--- src/rtl/fpu_ftoi.sv ---
// fpu_ftoi: IEEE-754 single to int32 conversion, round-to-nearest-even.
// A magnitude register is shifted one bit per cycle toward the integer
// point, then rounded and signed in a single ROUND cycle.
//
// state | meaning
// ------+-------------------------------------------------------------
// IDLE  | waiting for an operand, in_ready=1
// SHIFT | magnitude moves 1 bit per cycle, k_q cycles remaining
// ROUND | apply RNE increment, negate, clamp on overflow
// DONE  | result presented, held until out_ready
module fpu_ftoi (
   input  logic        clk,
   input  logic        rstn,
   input  logic        in_valid,
   output logic        in_ready,
   input  logic [31:0] x,
   output logic        out_valid,
   input  logic        out_ready,
   output logic [31:0] y,
   output logic        ovf
);

   typedef enum logic [1:0] {
      IDLE  = 2'd0,
      SHIFT = 2'd1,
      ROUND = 2'd2,
      DONE  = 2'd3
   } state_t;

   state_t      state_q, state_d;
   logic        sign_q, sign_d;
   logic        ovf_q, ovf_d;
   logic        left_q, left_d;
   logic        guard_q, guard_d;
   logic        sticky_q, sticky_d;
   logic [4:0]  k_q, k_d;
   logic [31:0] mag_q, mag_d;
   logic [31:0] y_q, y_d;

   logic [7:0]  exp_w;
   logic [22:0] man_w;
   logic        acc_sign;
   logic        acc_ovf;
   logic        acc_left;
   logic [4:0]  acc_k;
   logic [31:0] acc_mag;
   logic [7:0]  diff_w;
   logic        rnd_inc;
   logic [31:0] mag_rnd;

   assign exp_w = x[30:23];
   assign man_w = x[22:0];

   // Classify the incoming operand: overflow, initial magnitude, shift direction and count.
   always_comb begin
      acc_sign = x[31];
      acc_ovf  = 1'b0;
      acc_left = 1'b0;
      acc_k    = 5'd0;
      acc_mag  = {8'd0, 1'b1, man_w};
      diff_w   = 8'd0;
      if (exp_w == 8'd0) begin
         acc_mag = 32'd0;
      end else if (exp_w == 8'd255) begin
         acc_ovf  = 1'b1;
         // NaN saturates positive regardless of its sign bit
         acc_sign = x[31] & (man_w == 23'd0);
      end else if (exp_w >= 8'd158) begin
         if (x == 32'hCF00_0000) begin
            // exactly -2^31 is representable
            acc_mag = 32'h8000_0000;
         end else begin
            acc_ovf = 1'b1;
         end
      end else if (exp_w >= 8'd150) begin
         acc_left = 1'b1;
         diff_w   = exp_w - 8'd150;
         acc_k    = diff_w[4:0];
      end else if (exp_w < 8'd125) begin
         // 25 shifts already push every mantissa bit past guard
         acc_k = 5'd25;
      end else begin
         diff_w = 8'd150 - exp_w;
         acc_k  = diff_w[4:0];
      end
   end

   assign rnd_inc = guard_q & (sticky_q | mag_q[0]);
   assign mag_rnd = mag_q + {31'd0, rnd_inc};

   // Next-state and datapath updates for the conversion sequence.
   always_comb begin
      state_d  = state_q;
      sign_d   = sign_q;
      ovf_d    = ovf_q;
      left_d   = left_q;
      guard_d  = guard_q;
      sticky_d = sticky_q;
      k_d      = k_q;
      mag_d    = mag_q;
      y_d      = y_q;
      case (state_q)
         IDLE: begin
            if (in_valid) begin
               sign_d   = acc_sign;
               ovf_d    = acc_ovf;
               left_d   = acc_left;
               k_d      = acc_k;
               mag_d    = acc_mag;
               guard_d  = 1'b0;
               sticky_d = 1'b0;
               state_d  = (acc_k != 5'd0) ? SHIFT : ROUND;
            end
         end
         SHIFT: begin
            if (left_q) begin
               mag_d = {mag_q[30:0], 1'b0};
            end else begin
               mag_d    = {1'b0, mag_q[31:1]};
               guard_d  = mag_q[0];
               sticky_d = sticky_q | guard_q;
            end
            k_d = k_q - 5'd1;
            if (k_q == 5'd1) begin
               state_d = ROUND;
            end
         end
         ROUND: begin
            if (ovf_q) begin
               y_d = sign_q ? 32'h8000_0000 : 32'h7FFF_FFFF;
            end else if (sign_q) begin
               y_d = 32'd0 - mag_rnd;
            end else begin
               y_d = mag_rnd;
            end
            state_d = DONE;
         end
         DONE: begin
            if (out_ready) begin
               state_d = IDLE;
            end
         end
         default: state_d = IDLE;
      endcase
   end

   // State register with synchronous active-low clear.
   always_ff @(posedge clk) begin
      if (!rstn) begin
         state_q  <= IDLE;
         sign_q   <= 1'b0;
         ovf_q    <= 1'b0;
         left_q   <= 1'b0;
         guard_q  <= 1'b0;
         sticky_q <= 1'b0;
         k_q      <= 5'd0;
         mag_q    <= 32'd0;
         y_q      <= 32'd0;
      end else begin
         state_q  <= state_d;
         sign_q   <= sign_d;
         ovf_q    <= ovf_d;
         left_q   <= left_d;
         guard_q  <= guard_d;
         sticky_q <= sticky_d;
         k_q      <= k_d;
         mag_q    <= mag_d;
         y_q      <= y_d;
      end
   end

   assign in_ready  = (state_q == IDLE);
   assign out_valid = (state_q == DONE);
   assign y         = y_q;
   assign ovf       = ovf_q;

endmodule

--- config.mk ---
export PLATFORM = sky130hd
export DESIGN_NAME = fpu_ftoi
export DESIGN_NICKNAME = d
export VERILOG_FILES = /design/src/rtl/fpu_ftoi.sv
export SDC_FILE = /design/constraint.sdc
export NUM_CORES = 1
export LEC_CHECK = 0
export BUFFER_PORTS_ARGS = -buffer_cell sky130_fd_sc_hd__buf_2
export CAP_MARGIN = 20
export CORE_MARGIN = 5
export CORE_UTILIZATION = 54
export CTS_CLUSTER_DIAMETER = 30
export DETAILED_ROUTE_END_ITERATION = 6
export PLACE_DENSITY = 0.77
export SYNTH_ARGS = -nofsm -noshare
export SYNTH_HDL_FRONTEND = slang
export SYNTH_SLANG_ARGS = --single-unit
--- constraint.sdc ---
create_clock -name clk -period 3.5 [get_ports clk]
set_input_delay 0.7 -clock clk [delete_from_list [all_inputs] [get_ports clk]]
set_output_delay 0.7 -clock clk [all_outputs]
set_load 0.01 [all_outputs]
# == Word level (Yosys, flattened, before mapping) ==
# Index checks and enable logic that the tools add are counted.
# op_classes
bitwise,4
reduce_logical,9
magnitude_cmp,3
n_eq_ne,10
n_mux,37
addsub,5
# op_table
cell,n
32-bit 2-to-1 mux,9
32-bit one-hot mux with 2 select lines,1
32-bit by 1-bit adder with 32-bit output,1
32-bit == test (second input constant),1
1-bit by 32-bit subtractor with 32-bit output (first input constant),1
5-bit 2-to-1 mux,6
23-bit zero test,1
8-bit >= comparator (second input constant),2
1-bit 2-to-1 mux,13
5-bit one-hot mux with 2 select lines,1
8-bit == test (second input constant),1
8-bit zero test,1
8-bit by 7-bit less-than comparator with 1-bit output (second input constant),1
2-bit 2-to-1 mux,4
2-bit one-hot mux with 4 select lines,1
2-bit != test (second input constant),3
3-bit AND reduction,2
5-bit by 1-bit == test with 1-bit output (second input constant),1
5-bit nonzero test,1
5-bit by 1-bit subtractor with 5-bit output (second input constant),1
5-bit subtractor (first input constant),1
5-bit subtractor (second input constant),1
2-bit == test (second input constant),2
1-bit one-hot mux with 2 select lines,2
other kinds (7),10
# word_totals
input_bits,36
wordCells,77
reg_bits,76

# == Longest topological paths before layout ==
# Gate-level depths: netlist (run 1).
# logic_depth
word_depth,10
ltp_mapped,12
depth_no_buf,11

# == Least setup slack after synthesis (run 1) ==
# OpenSTA, ideal clock, no wires.
# synth_timing
kind,register to register
start,reg mag_q[0]
end,"reg y_q[20], in the netlist y[20]"
path_stages_with_launch,13
required_ns,3.438
t_arrival_ns,3.206
path_slack_ns,0.231
n_path_buf,1
cell_sequence,dfxtp_1 o21a_1 ha_1 ha_1 and3_1 buf_2 a311oi_1 a31oi_2 a2111oi_4 nand2_1 o41ai_2 or4b_1 nand3_1
# synth_via
elab_chain_len,6
# synth_lines
item,line,rtl
start: declaration,37,"logic [31:0] mag_q, mag_d;"
start signal: assignment,167,mag_q <= mag_d;
1-bit OR,88,assign rnd_inc = guard_q & (sticky_q | mag_q[0]);
1-bit bitwise AND,88,
32-bit by 1-bit adder with 32-bit output *,89,"assign mag_rnd = mag_q + {31'd0, rnd_inc};"
1-bit by 32-bit subtractor with 32-bit output,132,y_d = 32'd0 - mag_rnd;
32-bit 2-to-1 mux *,131,end else if (sign_q) begin
32-bit 2-to-1 mux *,129,if (ovf_q) begin
end signal: assignment,168,y_q <= y_d;
end: declaration,38,"logic [31:0] y_q, y_d;"
# Mark *: on every way between the ends. The rest lies on a longest branch, timed or not.
# A chain may end at the register's enable or synchronous reset.

# == Final worst setup path (run 1) ==
# Ends and elaborated chain as after synthesis.

==> results.py, run 1 <==
metrics = {
    "worst_setup_path": {
        "critPathTopFamily": "simple AND/OR/NAND/NOR gates",
        "cp_num_buf_inv": 0,
        "reg2reg_slack_ps": 210,
        "cp.required_ps": 3790,
        "worst-path-max-fanout": 8,
        "path_common_cell": "o21a_1",
        "r2r_cells": 11,
        "cp-start-kind": "flip-flop",
        "crit_chain": "o21a_1 -> ha_2 -> ha_4 -> and3_2 -> nand4_4 -> o21a_1 -> or2_2 -> or2_1 -> o41ai_2 -> or4b_1 -> nand3_1",
        "r2r-start": "mag_q[0]$_SDFFE_PN0P_",
        "max_stage_delay_ps": 470,
        "crit_start": "mag_q[0]$_SDFFE_PN0P_",
        "slowest_stage": "or4b_1",
        "worstPathArrival_ps": 3580,
        "r2r_end": "y[20]$_SDFFE_PN0P_",
        "path_class": "reg -> reg",
        "critPathCaptureType": "flip-flop",
    },
    "placement": {
        "place.gp.congestion": 0.951,
        "place_hpwl_mm": 12.6,
        "io_buffers": 70,
    },
    "drt": {
        "first_iter_violations": 525,
        "routed_wl_mm": 17.5,
        "detail-route-antenna-nets": 0,
        "wire_per_inst_um": 17.5,
        "drc": 0,
        "drt_first_pass_iters": 5,
        "vias_per_cell": 6.34,
        "num_vias": 6355,
    },
    "power": {
        "p_per_area_mw_per_mm2": 751,
        "p_switching_mw": 2.50,
        "combPwrFrac": 0.570,
        "seqPwrFrac": 0.269,
        "sw_frac_of_total": 0.461,
        "leakagePower_nw": 2.83,
        "vdd_ir_drop_max_uv": 466,
        "clkPwrFrac": 0.161,
        "p_int_mw": 2.92,
    },
    "floorplanning": {
        "dieArea_mm2": 0.0140,
        "start_util": 0.554,
        "fp.dieW_um": 118,
        "die_h_um": 118,
        "num_rows": 39,
        "ios": 71,
        "core-area_mm2": 0.0115,
    },
    "clock_network": {
        "cts_root_buf": "clkbuf_16",
        "cts_tree": "built",
        "cts.path.max_buffers": 2,
        "insertion_delay_ps": 350,
        "clk_pin_slew_ps": 60,
        "cts_num_sinks": 76,
        "cts_max_level": 3,
        "cts_buffers": 9,
    },
    "synth": {
        "syn_area_mm2": 0.00635,
        "syn_inst": 812,
        "avgSynthCellArea_um2": 7.83,
        "ys_warn_count": 0,
        "synth_cell_types": 84,
        "synth_enable_flop_cells": 0,
        "yosysMostFrequentCell": "dfxtp_1",
        "synth_top_area_share": 0.239,
        "ys_top_cells_by_area": "dfxtp_1, mux2_2, nor2_1, xnor2_1, nand2_1",
        "ys_async_sr_fraction": 0,
        "synth_ff_type": "dfxtp_1",
        "yosysTopAreaCell": "dfxtp_1",
        "synthesis.nets": 864,
        "ys_ff_latch": 76,
        "ys_seq_area_frac": 0.239,
        "ys_top_cells_by_count": "dfxtp_1, nor2_1, nand2_1",
    },
    "timing": {
        "drv_slew": 0,
        "tns_ps": 0,
        "timing.fmax_ghz": 0.304,
        "tightest_slew_ps": 1080,
        "finalCriticalPeriod_ps": 3290,
        "slew_headroom": 0.283,
        "hold_viol": 0,
        "setup_viol": 0,
        "worst_clock_skew_ps": 7.13,
        "fin_crit_sh": 0.940,
        "rsz0062_at_grt": "false",
    },
    "global_routing": {
        "grtUsageTotal": 0.247,
        "grt_start_max_net_pins": 81,
        "antenna_found_initial": 0,
        "grt_pass1_wl_mm": 29.5,
        "grt_pass1_vias": 5882,
        "grt.overflow.total": 0,
    },
    "finish": {
        "fill_cells": 967,
        "nNetsFinal": 908,
        "area_delta_synth_final_pct": 13.5,
        "num_antenna_cells": 0,
        "multi_input_area_mm2": 0.00453,
        "ff_latch_area_mm2": 0.00152,
        "drive_gt1_frac": 0.212,
        "final_util": 0.629,
    },
    "hold_path": {
        "min_path_cells": 2,
        "hp-start": "y[10]$_SDFFE_PN0P_",
        "hp-class": "reg -> reg",
        "whs_endpoint": "y[10]$_SDFFE_PN0P_",
    },
    "outcome": {
        "outcome": "finished, final reports clean",
    },
    "flow_run": {
        "cap_viol_max_count": 0,
    },
}
## per-stage QoR
stage	instances	worst slack [ps]	hold slack (ps)	instance area, um2	power (mW)
after floorplan	812	231	453	6350	3.60
after global placement	985	133	453	6840	4.32
after detailed placement	985	-38.7	464	6840	4.43
after CTS	1000	13.4	473	7120	5.31
after global routing	1003	49.7	489	7210	5.82
final	1003	210	472	7210	5.42
## power by group through the flow
stage	sequential (mW)	clock [mW]	combinational (mW)
after floorplan	1.34	0	2.26
after global placement	1.43	0	2.89
after detailed placement	1.46	0	2.96
after CTS	1.45	0.884	2.98
after global routing	1.50	0.921	3.40
final	1.46	0.874	3.09
## cells by family (layout without fill, tap and decap cells)
family          after synthesis  in the layout  synth area share
mux                          44             44            0.0744
fa+ha+maj                    16             16            0.0315
simple gates                329            329             0.298
xor+xnor                     38             38            0.0524
flops                        76             76             0.239
buf+inv                      90            138            0.0573
compound gates              219            219             0.247
## worst max-delay path by stage
stage	end	slack, ps	depth (start not counted)
floorplan	y[20]$_SDFFE_PN0P_	230	12
global placement	y[20]$_SDFFE_PN0P_	130	11
detailed placement	y[20]$_SDFFE_PN0P_	-40	11
CTS	y[29]$_SDFFE_PN0P_	10	11
global route	y[20]$_SDFFE_PN0P_	50	11
finish	y[20]$_SDFFE_PN0P_	210	11
## flip-flops by register name, summed over array words and instances, names as in the netlist
| name | count |
|---|---|
| guard_q | 1 |
| ovf | 1 |
| sign_q | 1 |
| sticky_q | 1 |
| left_q | 1 |
| k_q | 5 |
| y | 32 |
| state_q | 2 |
| mag_q | 32 |
## tightest hold or removal path, stage by stage (launching register included)
cell	delay (ps)
dfxtp_1	310
nand2_1	50
a21boi_0	60
## what timing repair did
item,in CTS,in global routing
resized for setup,1,8
pin swaps,0,2
endpoints found under the setup margin,1,12
buffers inserted,0,2
hold buffers,0,0
## cell type report
cell class / count / share of cell area
clock buffer: 11 / 0.0350
clock inverter: 4 / 0.00347
inverter: 18 / 0.00937
multi-input combinational: 646 / 0.629
sequential: 76 / 0.211
tap: 143 / 0.0248
timing repair buffer: 105 / 0.0878
## cell usage in the layout (no fill, tap or decap), types with 14 or more instances in the layout
master and instances:
mux2_2 26, nor3_1 27, a221oi_1 23, nand3_1 28
xnor2_1 26, nor2_1 61, dfxtp_1 76, ha_1 14
mux2i_1 18, o21ai_0 43, nor2b_1 16, nand2_1 58
nand4_1 15, and2_1 16, nor3b_1 26, buf_4 34
buf_2 70, inv_1 17, a21oi_1 40
## per-layer routing
metal | vias to the layer above | share of wire | track usage
li1 | 3110 | - | -
met1 | 2971 | 0.46 | 0.360
met2 | 252 | 0.45 | 0.377
met3 | 22 | 0.070 | 0.0296
met4 | 0 | 0.015 | 0.0858
met5 | - | 0 | 0
No activity file was read; power rests on OpenSTA's default activity.
==> run 2: changes to the inputs <==
CTS_BUF_LIST = sky130_fd_sc_hd__clkbuf_16   (was unset)
==> run 2 against run 1 <==
- critical path depth unchanged
- largest power group unchanged
- largest cell class unchanged
- highest routed layer unchanged
- clock skew down 0.81 ps
- count of clock-buffer cells in the layout down 2
- critical path type unchanged
==> results.py, run 2 (same netlist as run 1, synthesis figures left out) <==
metrics = {
    "worst_setup_path": {
        "worst-path-max-fanout": 8,
        "path_class": "reg -> reg",
        "cp.required_ps": 3780,
        "critPathCaptureType": "flip-flop",
        "cp-start-kind": "flip-flop",
        "worstPathArrival_ps": 3570,
    },
    "timing": {
        "timing.fmax_ghz": 0.304,
        "setup_viol": 0,
        "fin_crit_sh": 0.939,
        "rsz0062_at_grt": "false",
        "worst_clock_skew_ps": 6.32,
        "slew_headroom": 0.271,
        "finalCriticalPeriod_ps": 3290,
        "tightest_slew_ps": 1090,
        "worst_slack_ps": 215,
        "hold_viol": 0,
        "tns_ps": 0,
        "drv_slew": 0,
    },
    "outcome": {
        "outcome": "finished, final reports clean",
    },
    "placement": {
        "io_buffers": 70,
        "place_hpwl_mm": 12.6,
        "place.gp.congestion": 0.951,
        "place_ws_ps": -38.7,
        "post_dp_cell_area_mm2": 0.00684,
    },
    "clock_network": {
        "insertion_delay_ps": 350,
        "clk_pin_slew_ps": 60,
        "cts_root_buf": "clkbuf_16",
        "holdBufCountCts": 0,
        "cts_num_sinks": 76,
        "cts_max_level": 3,
        "cts.path.max_buffers": 2,
        "cts_buffers": 9,
        "cts_tree": "built",
    },
    "drt": {
        "drt_first_pass_iters": 5,
        "detail-route-antenna-nets": 0,
        "wire_per_inst_um": 17.5,
        "routed_wl_mm": 17.5,
        "drc": 0,
        "vias_per_cell": 6.31,
        "first_iter_violations": 524,
        "num_vias": 6332,
    },
    "finish": {
        "area_delta_synth_final_pct": 13.2,
        "drive_gt1_frac": 0.209,
        "stdcell_area_mm2": 0.00719,
        "num_antenna_cells": 0,
        "fill_cells": 969,
        "layout_common_cells": "dfxtp_1, buf_2, nor2_1, nand2_1, o21ai_0",
        "layout_commonest_cell": "dfxtp_1",
        "ff_latch_area_mm2": 0.00152,
        "nNetsFinal": 908,
        "multi_input_area_mm2": 0.00453,
    },
    "hold_path": {
        "hp-class": "reg -> reg",
    },
    "global_routing": {
        "grt_start_max_net_pins": 81,
        "antenna_found_initial": 0,
        "grt_pass1_wl_mm": 29.5,
        "grtUsageTotal": 0.247,
        "grt_pass1_vias": 5882,
        "grt.overflow.total": 0,
    },
    "power": {
        "leakagePower_nw": 2.82,
        "vdd_ir_drop_max_uv": 464,
        "p_per_area_mw_per_mm2": 747,
    },
    "floorplanning": {
        "dieArea_mm2": 0.0140,
        "ios": 71,
        "fp.dieW_um": 118,
        "core-area_mm2": 0.0115,
        "num_rows": 39,
        "start_util": 0.554,
        "die_h_um": 118,
    },
    "flow_run": {
        "cap_viol_max_count": 0,
    },
}
[run 2: worst paths after layout]
check	startpoint	endpoint	slack, ps	depth (start not counted)
min reg2reg	y[12]$_SDFFE_PN0P_	y[12]$_SDFFE_PN0P_	470	1
min	y[12]$_SDFFE_PN0P_	y[12]$_SDFFE_PN0P_	470	1
max	mag_q[0]$_SDFFE_PN0P_	y[20]$_SDFFE_PN0P_	210	11
max reg2reg	mag_q[0]$_SDFFE_PN0P_	y[20]$_SDFFE_PN0P_	210	11
[run 2: stage by stage]
| stage | util | hold slack, ps | instances | total power [mW] |
|---|---|---|---|---|
| finish | 0.627 | 472 | 1003 | 5.37 |
| global route | 0.627 | 489 | 1003 | 5.78 |
| CTS | 0.619 | 473 | 1000 | 5.27 |
| detailed placement | 0.597 | 464 | 985 | 4.43 |
| global placement | 0.597 | 453 | 985 | 4.32 |
| floorplan | - | 453 | 812 | 3.60 |
[run 2: repair_timing]
| item | CTS | global route |
|---|---|---|
| setup endpoints to repair | 1 | 12 |
| buffers inserted | 0 | 2 |
| endpoints found under the hold margin | 0 | 0 |
| pin swaps | 0 | 2 |
| gates resized for setup | 1 | 8 |
[run 2: worst max-delay path: stages (launching register included)]
cell	delay (ps)
dfxtp_1	400
o21a_1	160
ha_2	230
ha_4	190
and3_2	300
nand4_4	150
o21a_1	240
or2_2	330
or2_1	270
o41ai_2	370
or4b_1	470
nand3_1	110
[run 2: power by group]
| group | switching (mW) | total, mW | internal [mW] |
|---|---|---|---|
| logic | 1.81 | 3.09 | 1.28 |
| clock network | 0.360 | 0.827 | 0.467 |
| registers | 0.329 | 1.46 | 1.13 |
| total | 2.50 | 5.37 | 2.88 |
[run 2: layout make-up]
cell class / instances / area share
tap: 143 / 0.0249
timing repair buffer: 105 / 0.0880
multi-input combinational: 646 / 0.630
sequential: 76 / 0.212
clock buffer: 9 / 0.0313
clock inverter: 6 / 0.00452
inverter: 18 / 0.00939
[run 2: per-layer routing]
| layer | GRT usage | wire length [um] | up-vias |
|---|---|---|---|
| met2 | 0.377 | 7930 | 253 |
| met3 | 0.0296 | 1270 | 24 |
| met4 | 0.0858 | 271 | 0 |
| met1 | 0.360 | 8030 | 2943 |
| li1 | - | - | 3112 |
| met5 | 0 | 0 | - |
==> run 3: changes to the inputs <==
CORE_MARGIN = 2   (was 5)
==> run 3 against run 2 <==
- count of clock-buffer cells in the layout did not move
- combinational power rose by 2%
- largest power group unchanged
- critical endpoint is now y[28]$_SDFFE_PN0P_
- die area fell by 9.9%
- utilization rose by 0.44 points
- sequential share of layout area fell by 0.13 points
- via count rose by 0.58%
- global-route usage rose by 3.8 points
- highest routed layer unchanged
==> results.py, run 3 (same netlist as run 1, synthesis figures left out) <==
metrics = {
    "power": {
        "seqPwrFrac": 0.260,
        "p_int_mw": 2.94,
        "p_per_area_mw_per_mm2": 753,
        "vdd_ir_drop_max_uv": 324,
        "leakagePower_nw": 2.87,
        "sw_frac_of_total": 0.461,
        "clkPwrFrac": 0.163,
        "p_switching_mw": 2.51,
        "combPwrFrac": 0.577,
    },
    "timing": {
        "worst_slack_ps": 137,
        "tns_ps": 0,
        "fin_crit_sh": 0.961,
        "worst_clock_skew_ps": 5.46,
        "tightest_slew_ps": 814,
        "timing.fmax_ghz": 0.297,
        "finalCriticalPeriod_ps": 3360,
        "hold_viol": 0,
        "drv_slew": 0,
        "setup_viol": 0,
        "slew_headroom": 0.454,
    },
    "placement": {
        "place.gp.congestion": 0.988,
        "place_hpwl_mm": 12.8,
        "place_ws_ps": -9.16,
        "io_buffers": 70,
    },
    "finish": {
        "ff_latch_area_mm2": 0.00152,
        "layout_commonest_cell": "dfxtp_1",
        "drive_gt1_frac": 0.212,
        "multi_input_area_mm2": 0.00453,
        "layout_common_cells": "dfxtp_1, buf_2, nor2_1, nand2_1, o21ai_0",
        "fill_cells": 1017,
        "area_delta_synth_final_pct": 14.0,
        "num_antenna_cells": 0,
        "nNetsFinal": 912,
    },
    "drt": {
        "wire_per_inst_um": 17.7,
        "vias_per_cell": 6.32,
        "drc": 0,
        "num_vias": 6369,
        "first_iter_violations": 503,
        "routed_wl_mm": 17.8,
        "drt_first_pass_iters": 5,
        "detail-route-antenna-nets": 0,
    },
    "worst_setup_path": {
        "worst-path-max-fanout": 7,
        "critPathCaptureType": "flip-flop",
        "worstPathArrival_ps": 3640,
        "cp.required_ps": 3780,
        "path_class": "reg -> reg",
        "cp-start-kind": "flip-flop",
    },
    "clock_network": {
        "cts_num_sinks": 76,
        "cts_max_level": 3,
        "cts_root_buf": "clkbuf_16",
        "clk_pin_slew_ps": 60,
        "cts_buffers": 9,
        "cts_tree": "built",
        "cts.path.max_buffers": 2,
        "insertion_delay_ps": 340,
        "holdBufCountCts": 0,
    },
    "global_routing": {
        "grt_start_max_net_pins": 47,
        "grt_pass1_wl_mm": 30.2,
        "grt_pass1_vias": 5968,
        "grt.overflow.total": 0,
        "grtUsageTotal": 0.285,
        "antenna_found_initial": 0,
    },
    "floorplanning": {
        "die_h_um": 112,
        "core-area_mm2": 0.0115,
        "fp.dieW_um": 112,
        "dieArea_mm2": 0.0127,
        "start_util": 0.554,
        "ios": 71,
        "num_rows": 39,
    },
    "flow_run": {
        "cap_viol_max_count": 0,
    },
    "hold_path": {
        "hp-class": "reg -> reg",
    },
    "outcome": {
        "outcome": "finished, final reports clean",
    },
}
## run 3: timing repair
action,in CTS,in global routing
cloned,0,0
buffers inserted,0,7
gates resized for setup,2,7
pin swaps,0,6
setup endpoints to repair,2,11
## run 3: layout make-up
| cell class | instances | area share |
|---|---|---|
| tap | 143 | 0.0247 |
| multi-input combinational | 646 | 0.626 |
| clock buffer | 9 | 0.0311 |
| inverter | 18 | 0.00933 |
| timing repair buffer | 109 | 0.0916 |
| clock inverter | 6 | 0.00691 |
| sequential | 76 | 0.210 |
## run 3: worst paths after layout
kind,cells after the start,end,startpoint,slack [ps]
max,13,y[28]$_SDFFE_PN0P_,mag_q[0]$_SDFFE_PN0P_,140
min reg2reg,1,y[8]$_SDFFE_PN0P_,y[8]$_SDFFE_PN0P_,470
max reg2reg,13,y[28]$_SDFFE_PN0P_,mag_q[0]$_SDFFE_PN0P_,140
min,1,y[8]$_SDFFE_PN0P_,y[8]$_SDFFE_PN0P_,470
## run 3: per-stage QoR
stage	hold slack, ps	utilization	total power, mW	cells	area (um2)
5_1_grt	496	0.632	5.86	1007	7240
2_1_floorplan	453	-	3.60	812	6350
3_3_place_gp	453	0.596	4.30	984	6830
3_5_place_dp	463	0.596	4.41	984	6830
4_1_cts	473	0.621	5.31	999	7120
6_report	471	0.632	5.45	1007	7240
## run 3: power by group through the flow
stage | sequential [mW] | combinational [mW] | clock (mW)
after floorplan | 1.34 | 2.26 | 0
after global placement | 1.41 | 2.89 | 0
after detailed placement | 1.43 | 2.98 | 0
after CTS | 1.41 | 3.00 | 0.895
after global routing | 1.47 | 3.46 | 0.932
final | 1.42 | 3.15 | 0.887
## run 3: worst max-delay path, stage by stage (launching register included)
cell,delay [ps]
dfxtp_2,360
o21a_1,140
ha_2,210
ha_1,170
buf_4,150
nand3_4,150
nor4_4,330
nand3_2,200
a2111oi_4,410
buf_4,190
nand4b_4,150
or2_1,270
or4_1,480
nand3_1,90
## run 3: metal layers
| metal | GRT usage | up-vias | part of all wire |
|---|---|---|---|
| li1 | - | 3111 | - |
| met1 | 0.410 | 2967 | 0.46 |
| met2 | 0.447 | 267 | 0.45 |
| met3 | 0.0275 | 24 | 0.065 |
| met4 | 0.100 | 0 | 0.022 |
| met5 | 0 | - | 0 |
